`config.mk`:
```
export PLATFORM = sky130hd
export DESIGN_NAME = pmu_event_conditioner_flat
export DESIGN_NICKNAME = d
export VERILOG_FILES = /design/src/rtl/pmu_event_conditioner_if.sv /design/src/rtl/pmu_event_conditioner.sv /design/src/flat_wrapper.sv
export SDC_FILE = /design/constraint.sdc
export NUM_CORES = 2
export LEC_CHECK = 0
export BUFFER_PORTS_ARGS = -buffer_cell sky130_fd_sc_hd__buf_2
export CAP_MARGIN = 25
export CORE_MARGIN = 4
export CORE_UTILIZATION = 25
export CTS_CLUSTER_SIZE = 28
export DETAILED_ROUTE_END_ITERATION = 10
export MAX_ROUTING_LAYER = met4
export SYNTH_ARGS = -nofsm -noshare
export SYNTH_HDL_FRONTEND = slang
export SYNTH_SLANG_ARGS = --single-unit
```
`constraint.sdc`:
```
create_clock -name clk_i -period 12.4 [get_ports clk_i]
set_input_delay 1.24 -clock clk_i [delete_from_list [all_inputs] [get_ports clk_i]]
set_output_delay 1.24 -clock clk_i [all_outputs]
set_load 0.005 [all_outputs]
```
`src/rtl/pmu_event_conditioner_if.sv`:
```
// Bundle of the conditioner's event, configuration and status signals.
// The master side drives the raw events and configuration; the slave side is the conditioner.
interface pmu_event_conditioner_if #(
  parameter int N_SOC_EV = 128,
  parameter int DIV_W    = 8
);
  logic [N_SOC_EV-1:0]   events_i;
  logic [2*N_SOC_EV-1:0] mode_i;
  logic [DIV_W-1:0]      div_i;
  logic                  en_i;
  logic                  clear_i;
  logic                  seen_clr_i;
  logic [N_SOC_EV-1:0]   events_o;
  logic [N_SOC_EV-1:0]   seen_o;

  modport master (
    output events_i, mode_i, div_i, en_i, clear_i, seen_clr_i,
    input  events_o, seen_o
  );

  modport slave (
    input  events_i, mode_i, div_i, en_i, clear_i, seen_clr_i,
    output events_o, seen_o
  );
endinterface

```
`src/rtl/pmu_event_conditioner.sv`:
```
// Conditions raw SoC event lines (off / level / rising edge / divided level) into registered PMU events.
// Optional sticky activity vector seen_o is built only when PMU_EVCOND_STICKY_EN is defined.
module pmu_event_conditioner #(
  parameter int N_SOC_EV = 128,
  parameter int DIV_W    = 8
) (
  input logic                     clk_i,
  input logic                     rst_i,
  pmu_event_conditioner_if.slave  bus
);

  typedef enum logic [1:0] {
    MODE_OFF   = 2'b00,
    MODE_LEVEL = 2'b01,
    MODE_RISE  = 2'b10,
    MODE_DIV   = 2'b11
  } mode_e;

  logic [N_SOC_EV-1:0] events_q, events_d;
  logic [N_SOC_EV-1:0] prev_q;
  logic [DIV_W-1:0]    cnt_q [N_SOC_EV];
  logic [DIV_W-1:0]    cnt_d [N_SOC_EV];
  mode_e               modeK;

  always_comb begin
    events_d = '0;
    modeK    = MODE_OFF;
    for (int k = 0; k < N_SOC_EV; k++) begin
      cnt_d[k] = cnt_q[k];
      modeK    = mode_e'(bus.mode_i[2*k +: 2]);
      case (modeK)
        MODE_OFF:   cnt_d[k] = '0;
        MODE_LEVEL: begin
          events_d[k] = bus.events_i[k];
          cnt_d[k]    = '0;
        end
        MODE_RISE:  begin
          events_d[k] = bus.events_i[k] & ~prev_q[k];
          cnt_d[k]    = '0;
        end
        MODE_DIV:   begin
          // Disabled cycles leave the count untouched so division resumes where it stopped.
          if (bus.en_i && bus.events_i[k]) begin
            if (cnt_q[k] >= bus.div_i) begin
              events_d[k] = 1'b1;
              cnt_d[k]    = '0;
            end else begin
              cnt_d[k] = cnt_q[k] + DIV_W'(1);
            end
          end
        end
        default: cnt_d[k] = '0;
      endcase
      if (bus.clear_i) cnt_d[k] = '0;
    end
    if (!bus.en_i) events_d = '0;
  end

  // Edge history tracks the raw input every cycle, independent of enable and mode.
  always_ff @(posedge clk_i) begin
    if (rst_i) begin
      events_q <= '0;
      prev_q   <= '0;
      for (int k = 0; k < N_SOC_EV; k++) cnt_q[k] <= '0;
    end else begin
      events_q <= events_d;
      prev_q   <= bus.events_i;
      cnt_q    <= cnt_d;
    end
  end

  assign bus.events_o = events_q;

`ifdef PMU_EVCOND_STICKY_EN
  logic [N_SOC_EV-1:0] seen_q, seen_d;

  // A new event in the clearing cycle wins over the clear.
  assign seen_d = (seen_q & ~{N_SOC_EV{bus.seen_clr_i}}) | events_d;

  always_ff @(posedge clk_i) begin
    if (rst_i) seen_q <= '0;
    else       seen_q <= seen_d;
  end

  assign bus.seen_o = seen_q;
`else
  assign bus.seen_o = '0;
`endif

endmodule

```
`src/flat_wrapper.sv`:
```
// flat-port wrapper written by rule: the top's interface ports become plain ports
module pmu_event_conditioner_flat 
#(
  parameter int N_SOC_EV = 128,
  parameter int DIV_W    = 8
)
  (clk_i, rst_i, bus_events_i, bus_mode_i, bus_div_i, bus_en_i, bus_clear_i, bus_seen_clr_i, bus_events_o, bus_seen_o);
  pmu_event_conditioner_if #(.N_SOC_EV(N_SOC_EV), .DIV_W(DIV_W)) bus_i ();
  input logic clk_i;
  input logic rst_i;
  input wire logic [$bits(bus_i.events_i)-1:0] bus_events_i;
  input wire logic [$bits(bus_i.mode_i)-1:0] bus_mode_i;
  input wire logic [$bits(bus_i.div_i)-1:0] bus_div_i;
  input wire logic [$bits(bus_i.en_i)-1:0] bus_en_i;
  input wire logic [$bits(bus_i.clear_i)-1:0] bus_clear_i;
  input wire logic [$bits(bus_i.seen_clr_i)-1:0] bus_seen_clr_i;
  output wire logic [$bits(bus_i.events_o)-1:0] bus_events_o;
  output wire logic [$bits(bus_i.seen_o)-1:0] bus_seen_o;
  assign bus_i.events_i = bus_events_i;
  assign bus_i.mode_i = bus_mode_i;
  assign bus_i.div_i = bus_div_i;
  assign bus_i.en_i = bus_en_i;
  assign bus_i.clear_i = bus_clear_i;
  assign bus_i.seen_clr_i = bus_seen_clr_i;
  assign bus_events_o = bus_i.events_o;
  assign bus_seen_o = bus_i.seen_o;
  pmu_event_conditioner #(.N_SOC_EV(N_SOC_EV), .DIV_W(DIV_W)) u_core (.clk_i(clk_i), .rst_i(rst_i), .bus(bus_i));
endmodule
```
Word-level counts from Yosys, hierarchy flattened
Cells that the tools add are included.

Add/sub/neg operators: 128. Magnitude comparators: 128. Equal/unequal tests: 512. Mux-type cells: 768. Bitwise logic cells: 257. Reduce and logical (&&, ||, !) cells: 386.

Operators by type and width (count): 2-to-1 mux 8 bit (256); one-hot mux 8 bit (2 select lines) (128); adder 8 x 1 -> 8 bit, second input constant (128); >= comparator 8 bit (128); equality test 2 bit, second input constant (256); one-hot mux 1 bit (3 select lines) (128); OR reduction 3 bit (128); equality test 2 x 1 -> 1 bit, second input constant (128); logical NOT 2 bit (128); 2-to-1 mux 1 bit (256); != test 2 x 1 -> 1 bit, second input constant (128); inverter 1 bit (129); bitwise AND 1 bit (128); logical AND 1 bit (128); OR reduction 2 bit (2).

Flip-flop bits (word level): 1280. Input port bits: 397. Output and inout bits: 256. Word-level logic and storage cells: 2309.

Depth between registers and ports, before layout
Depth in word-level cells: 4. Mapped depth: 9. Depth with buffers taken out: 7.

Worst setup path before layout
No wires, ideal clock.

Kind: input to register. From: in bus_div_i[2]. To: reg u_core.cnt_q[381] (netlist name). Library setup time: 0.074 ns. Arrival: 5.466 ns. Required time: 12.326 ns. Path slack: 6.860 ns. Cell stages on the path: 8. Buffers on the path: 1. Path through: inv_1 -> ha_1 -> a21o_1 -> a221o_1 -> a31oi_1 -> buf_4 -> or4b_1 -> a31oi_1.

Longest elaborated chain between the ends: 4.

Ends and longest elaborated chain: start: declaration (RTL line flat_wrapper.sv:13) `input wire logic [$bits(bus_i.div_i)-1:0] bus_div_i;`; >= comparator 8 bit (RTL line pmu_event_conditioner.sv:44) `if (cnt_q[k] >= bus.div_i) begin`; 2-to-1 mux 8 bit (RTL line pmu_event_conditioner.sv:44); 2-to-1 mux 8 bit (RTL line pmu_event_conditioner.sv:43) `if (bus.en_i && bus.events_i[k]) begin`; one-hot mux 8 bit (2 select lines) (RTL line pmu_event_conditioner.sv:31) `case (modeK)`; end signal: assignment (RTL line pmu_event_conditioner.sv:68) `cnt_q <= cnt_d;`; end: declaration (RTL line pmu_event_conditioner.sv:21) `logic [DIV_W-1:0] cnt_q [N_SOC_EV];`.

Every way passes these cells. The select of a mux whose other input is x is not followed. A chain may end at the register's enable or synchronous reset.

Final worst setup path
From: in bus_div_i[7]. To: reg u_core.cnt_q[381] (netlist name).

The elaborated chain is that of the path after synthesis.

==> results.sh <==
export IMPL_run_status="completed"
export IMPL_crit_path_start="bus_div_i[7]"
export IMPL_synth_seq_cells=1280
export IMPL_cpMaxStageDelayCell="sky130_fd_sc_hd__a31oi_1"
export IMPL_postLayoutCoreUtil_pct=28.87
export IMPL_vdd_ir_drop_worst_mv=0.1049
export IMPL_cp_arrival_ns=5.33
export IMPL_hold_ws_ns=0.4810
export IMPL_final_hold_violation_count=0
export IMPL_fillers=36023
export IMPL_fmaxAchievable_mhz=219.0
export IMPL_post_dp_hpwl_um=165600
export IMPL_cts_clk_slew_worst_paths_ns=0.06
export IMPL_cp_cell_sequence="buf_2, inv_8, buf_4, buf_4, ha_1, and3_1, a221o_1, a31oi_1, or4b_1, a31oi_1"
export IMPL_area_added_between_synthesis_and_finish_pct=14.96
export IMPL_fin_nets=12719
export IMPL_tritoncts_num_buffers=165
export IMPL_min_path_type="flop to flop"
export IMPL_wirelength_routed_um=251900
export IMPL_globalRouteOverflowTotal=0
export IMPL_top_level_ports=653
export IMPL_drive_above_1_share_pct=9.616
export IMPL_finalCritPeriodShare_pct=36.82
export IMPL_finalSetupViolCount=0
export IMPL_critPathRequiredTime_ns=13.17
export IMPL_via_count=79627
export IMPL_port_buffer_count=523
export IMPL_timing_critical_path_max_delay_family="buffers and inverters"
export IMPL_chipHeight_um=589.5
export IMPL_setup_tns_ns=0
export IMPL_cts_setup_buffers=0
export IMPL_dieWidth_um=589.5
export IMPL_ant_nets=0
export IMPL_die_area_mm2=0.3475
export IMPL_gp_congestion=0.8033
export IMPL_post_layout_nonfiller_instances=15869
export IMPL_drt_first_iter_violations=5225
export IMPL_synthesis_area_per_instance_um2=7.836
export IMPL_number_of_max_slew_violations_in_the_final_report=0
export IMPL_seq_area_mm2=0.02562
export IMPL_launch_point_of_the_worst_hold_path="u_core.cnt_q[455]$_SDFFE_PP0P_"
export IMPL_post_synth_num_cell_types=58
export IMPL_drc_violation_count_after_routing=0
export IMPL_critical_path_type="input pin to flop"
export IMPL_tritoncts="done"
export IMPL_synthesized_cell_area_mm2=0.08454
export IMPL_num_rows=213
export IMPL_grt_start_max_net_pins=95
export IMPL_cts_htree_levels=4
export IMPL_synthDominantCellAreaShare_pct=30.31
export IMPL_share_of_synthesized_registers_carrying_an_async_set_or_reset_pct=0
export IMPL_multiInputGateArea_mm2=0.05613
export IMPL_critPathMaxStageDelay_ns=0.68
export IMPL_vias_per_cell=5.018
export IMPL_ys_flop_type="sky130_fd_sc_hd__dfxtp_1"
export IMPL_first_global_vias=71249
export IMPL_synth_yosys_seq_area_share_pct=30.31
export IMPL_clock_root_buffer="sky130_fd_sc_hd__clkbuf_16"
export IMPL_post_synth_inst_count=10789
export IMPL_power_density_mw_per_mm2=102.8
export IMPL_post_synth_main_area_contributors="sky130_fd_sc_hd__dfxtp_1 30%, sky130_fd_sc_hd__ha_1 17%, sky130_fd_sc_hd__nand2_1 8.6%"
export IMPL_wire_length_of_the_first_global_routing_pass_um=395000
export IMPL_cts_buffer_depth=4
export IMPL_avgRoutedWirePerCell_um=15.87
export IMPL_timing_slew_headroom_pct=25.80
export IMPL_initial_core_util_pct=25.12
export IMPL_final_worst_clock_skew_ns=0.03467
export IMPL_netlist_top_cell_by_area="sky130_fd_sc_hd__dfxtp_1"
export IMPL_clk_latency_ns=0.86
export IMPL_critical_path_fanout_max=56
export IMPL_drt_pass1_iterations=6
export IMPL_post_synth_edffs=0
export IMPL_core_area_mm2=0.3366
export IMPL_grt_usage_pct=14.08
export IMPL_worst_slew_pin_transition_ns=1.111
export IMPL_ys_warn_count=0
export IMPL_rsz0062_at_grt="false"
export IMPL_number_of_antenna_violations_at_the_first_check_in_global_routing=66
export IMPL_number_of_placed_instances_taps_included=15499
export IMPL_cts_repair_resized=0
export IMPL_cap_violations=0
export IMPL_worst_setup_path_start_kind="input pin"
export IMPL_worstReg2RegStart="u_core.cnt_q[378]$_SDFFE_PP0P_"
export IMPL_power_leakage_nw=37.12
export IMPL_worstSetupEndpointType="flop"
export IMPL_critical_path_buf_inv_count=4
export IMPL_min_clock_period_post_route_ns=4.566
export IMPL_cts_num_sinks=1280
export IMPL_holdBufCountCts=0
-- placed cells by master, fill, tap and decap left out, types with 80 or more instances in the layout --
master                      count
sky130_fd_sc_hd__dfxtp_1     1280
sky130_fd_sc_hd__nand2_1     1929
sky130_fd_sc_hd__a31oi_1      443
sky130_fd_sc_hd__nor2_1       338
sky130_fd_sc_hd__buf_4         80
sky130_fd_sc_hd__nand4_1      327
sky130_fd_sc_hd__nand3b_1     155
sky130_fd_sc_hd__a21oi_1      830
sky130_fd_sc_hd__clkbuf_16    165
sky130_fd_sc_hd__nor3b_1      117
sky130_fd_sc_hd__nand3_1      836
sky130_fd_sc_hd__ha_1        1152
sky130_fd_sc_hd__buf_2        522
sky130_fd_sc_hd__nor4_1       110
sky130_fd_sc_hd__and3_1       159
sky130_fd_sc_hd__nor3_1       423
sky130_fd_sc_hd__inv_1        209
sky130_fd_sc_hd__conb_1       128
sky130_fd_sc_hd__a211oi_1      87
sky130_fd_sc_hd__a21o_1       153
sky130_fd_sc_hd__or2_2        177
sky130_fd_sc_hd__nor2b_1      391
sky130_fd_sc_hd__o21ai_0      429
-- per-layer routing --
layer | vias up | GRT usage (%) | wire length (um)
li1 | 40250 | - | -
met1 | 37164 | 19.38 | 122000
met2 | 1906 | 21.16 | 106200
met3 | 307 | 2.964 | 18850
met4 | 0 | 2.977 | 4864
met5 | - | - | 0
-- worst min-delay path, cell delays in order (launching register included) --
cell                      delay [ns]
sky130_fd_sc_hd__dfxtp_1        0.33
sky130_fd_sc_hd__nand2_1        0.06
sky130_fd_sc_hd__a21oi_1        0.05
-- synthesized netlist by cell type, types with 36 or more instances --
cell,number
sky130_fd_sc_hd__o21a_1,60
sky130_fd_sc_hd__o211ai_1,70
sky130_fd_sc_hd__a21oi_1,830
sky130_fd_sc_hd__dfxtp_1,1280
sky130_fd_sc_hd__a221o_1,49
sky130_fd_sc_hd__nand4_1,327
sky130_fd_sc_hd__nand3b_1,155
sky130_fd_sc_hd__nand3_1,836
sky130_fd_sc_hd__o21ai_0,429
sky130_fd_sc_hd__ha_1,1152
sky130_fd_sc_hd__nand4bb_1,49
sky130_fd_sc_hd__buf_2,55
sky130_fd_sc_hd__a21o_1,153
sky130_fd_sc_hd__and2_1,59
sky130_fd_sc_hd__or2_2,177
sky130_fd_sc_hd__and3_1,159
sky130_fd_sc_hd__clkbuf_1,309
sky130_fd_sc_hd__buf_4,129
sky130_fd_sc_hd__a211oi_1,87
sky130_fd_sc_hd__nor2_1,339
sky130_fd_sc_hd__nor2b_1,392
sky130_fd_sc_hd__nor3b_1,117
sky130_fd_sc_hd__a31oi_1,443
sky130_fd_sc_hd__nand2b_1,36
sky130_fd_sc_hd__nor3_1,423
sky130_fd_sc_hd__nand2_1,1929
sky130_fd_sc_hd__mux2i_1,72
sky130_fd_sc_hd__o2111ai_1,59
sky130_fd_sc_hd__nor4_1,110
sky130_fd_sc_hd__inv_1,216
-- layout make-up --
cell class              count  area share [%]
clock inverters            54          0.7634
flip-flops and latches   1280           26.37
clock buffers             237           4.877
well taps                4515           5.812
inverters                 216          0.8883
repair buffers            608           3.386
multi-input cells        8899           57.75
diodes                     60          0.1545
-- kinds of logic (layout without fill, tap and decap cells) --
logic type	after synthesis	count (layout)	synth area share (%)
AOI/OAI and AO/OA	2324	2324	16.89
xor gates and xnor gates	12	12	0.1243
adders and majority gates	1152	1152	17.05
buffers and inverters	737	1115	3.926
DFF	1280	1280	30.31
muxes	72	72	0.8525
other	1	188	0.004436
and+or+nand+nor	5211	5211	30.84
-- flip-flops by register name (all words and copies together), names as in the netlist --
name	count
u_core.bus.events_o	128
u_core.cnt_q	1024
u_core.prev_q	128
-- power by group --
group / switching, W / internal [W] / leakage [nW]
Sequential: 0.0000154 / 0.00415 / 10.4
Combinational: 0.000602 / 0.000241 / 24.1
Clock: 0.00206 / 0.00292 / 2.68
-- per-stage QoR --
| stage | worst slack (ns) | total power [W] | instance area, um2 |
|---|---|---|---|
| 6_report | 7.834 | 0.009993 | 97190 |
| 3_5_place_dp | 6.926 | 0.005101 | 91420 |
| 3_3_place_gp | 6.971 | 0.005087 | 91360 |
| 4_1_cts | 7.857 | 0.01016 | 96910 |
| 2_1_floorplan | 6.860 | 0.004754 | 85020 |
| 5_1_grt | 7.755 | 0.01040 | 97180 |
-- worst paths after layout --
path | end | slack, ns | cells past startpoint
setup / recovery | u_core.cnt_q[381]$_SDFFE_PP0P_ | 7.83 | 10
hold / removal | u_core.cnt_q[455]$_SDFFE_PP0P_ | 0.48 | 2
setup reg to reg | u_core.cnt_q[381]$_SDFFE_PP0P_ | 9.76 | 6
hold reg to reg | u_core.cnt_q[455]$_SDFFE_PP0P_ | 0.48 | 2
Note: power is estimated with default switching activity, not from simulation.
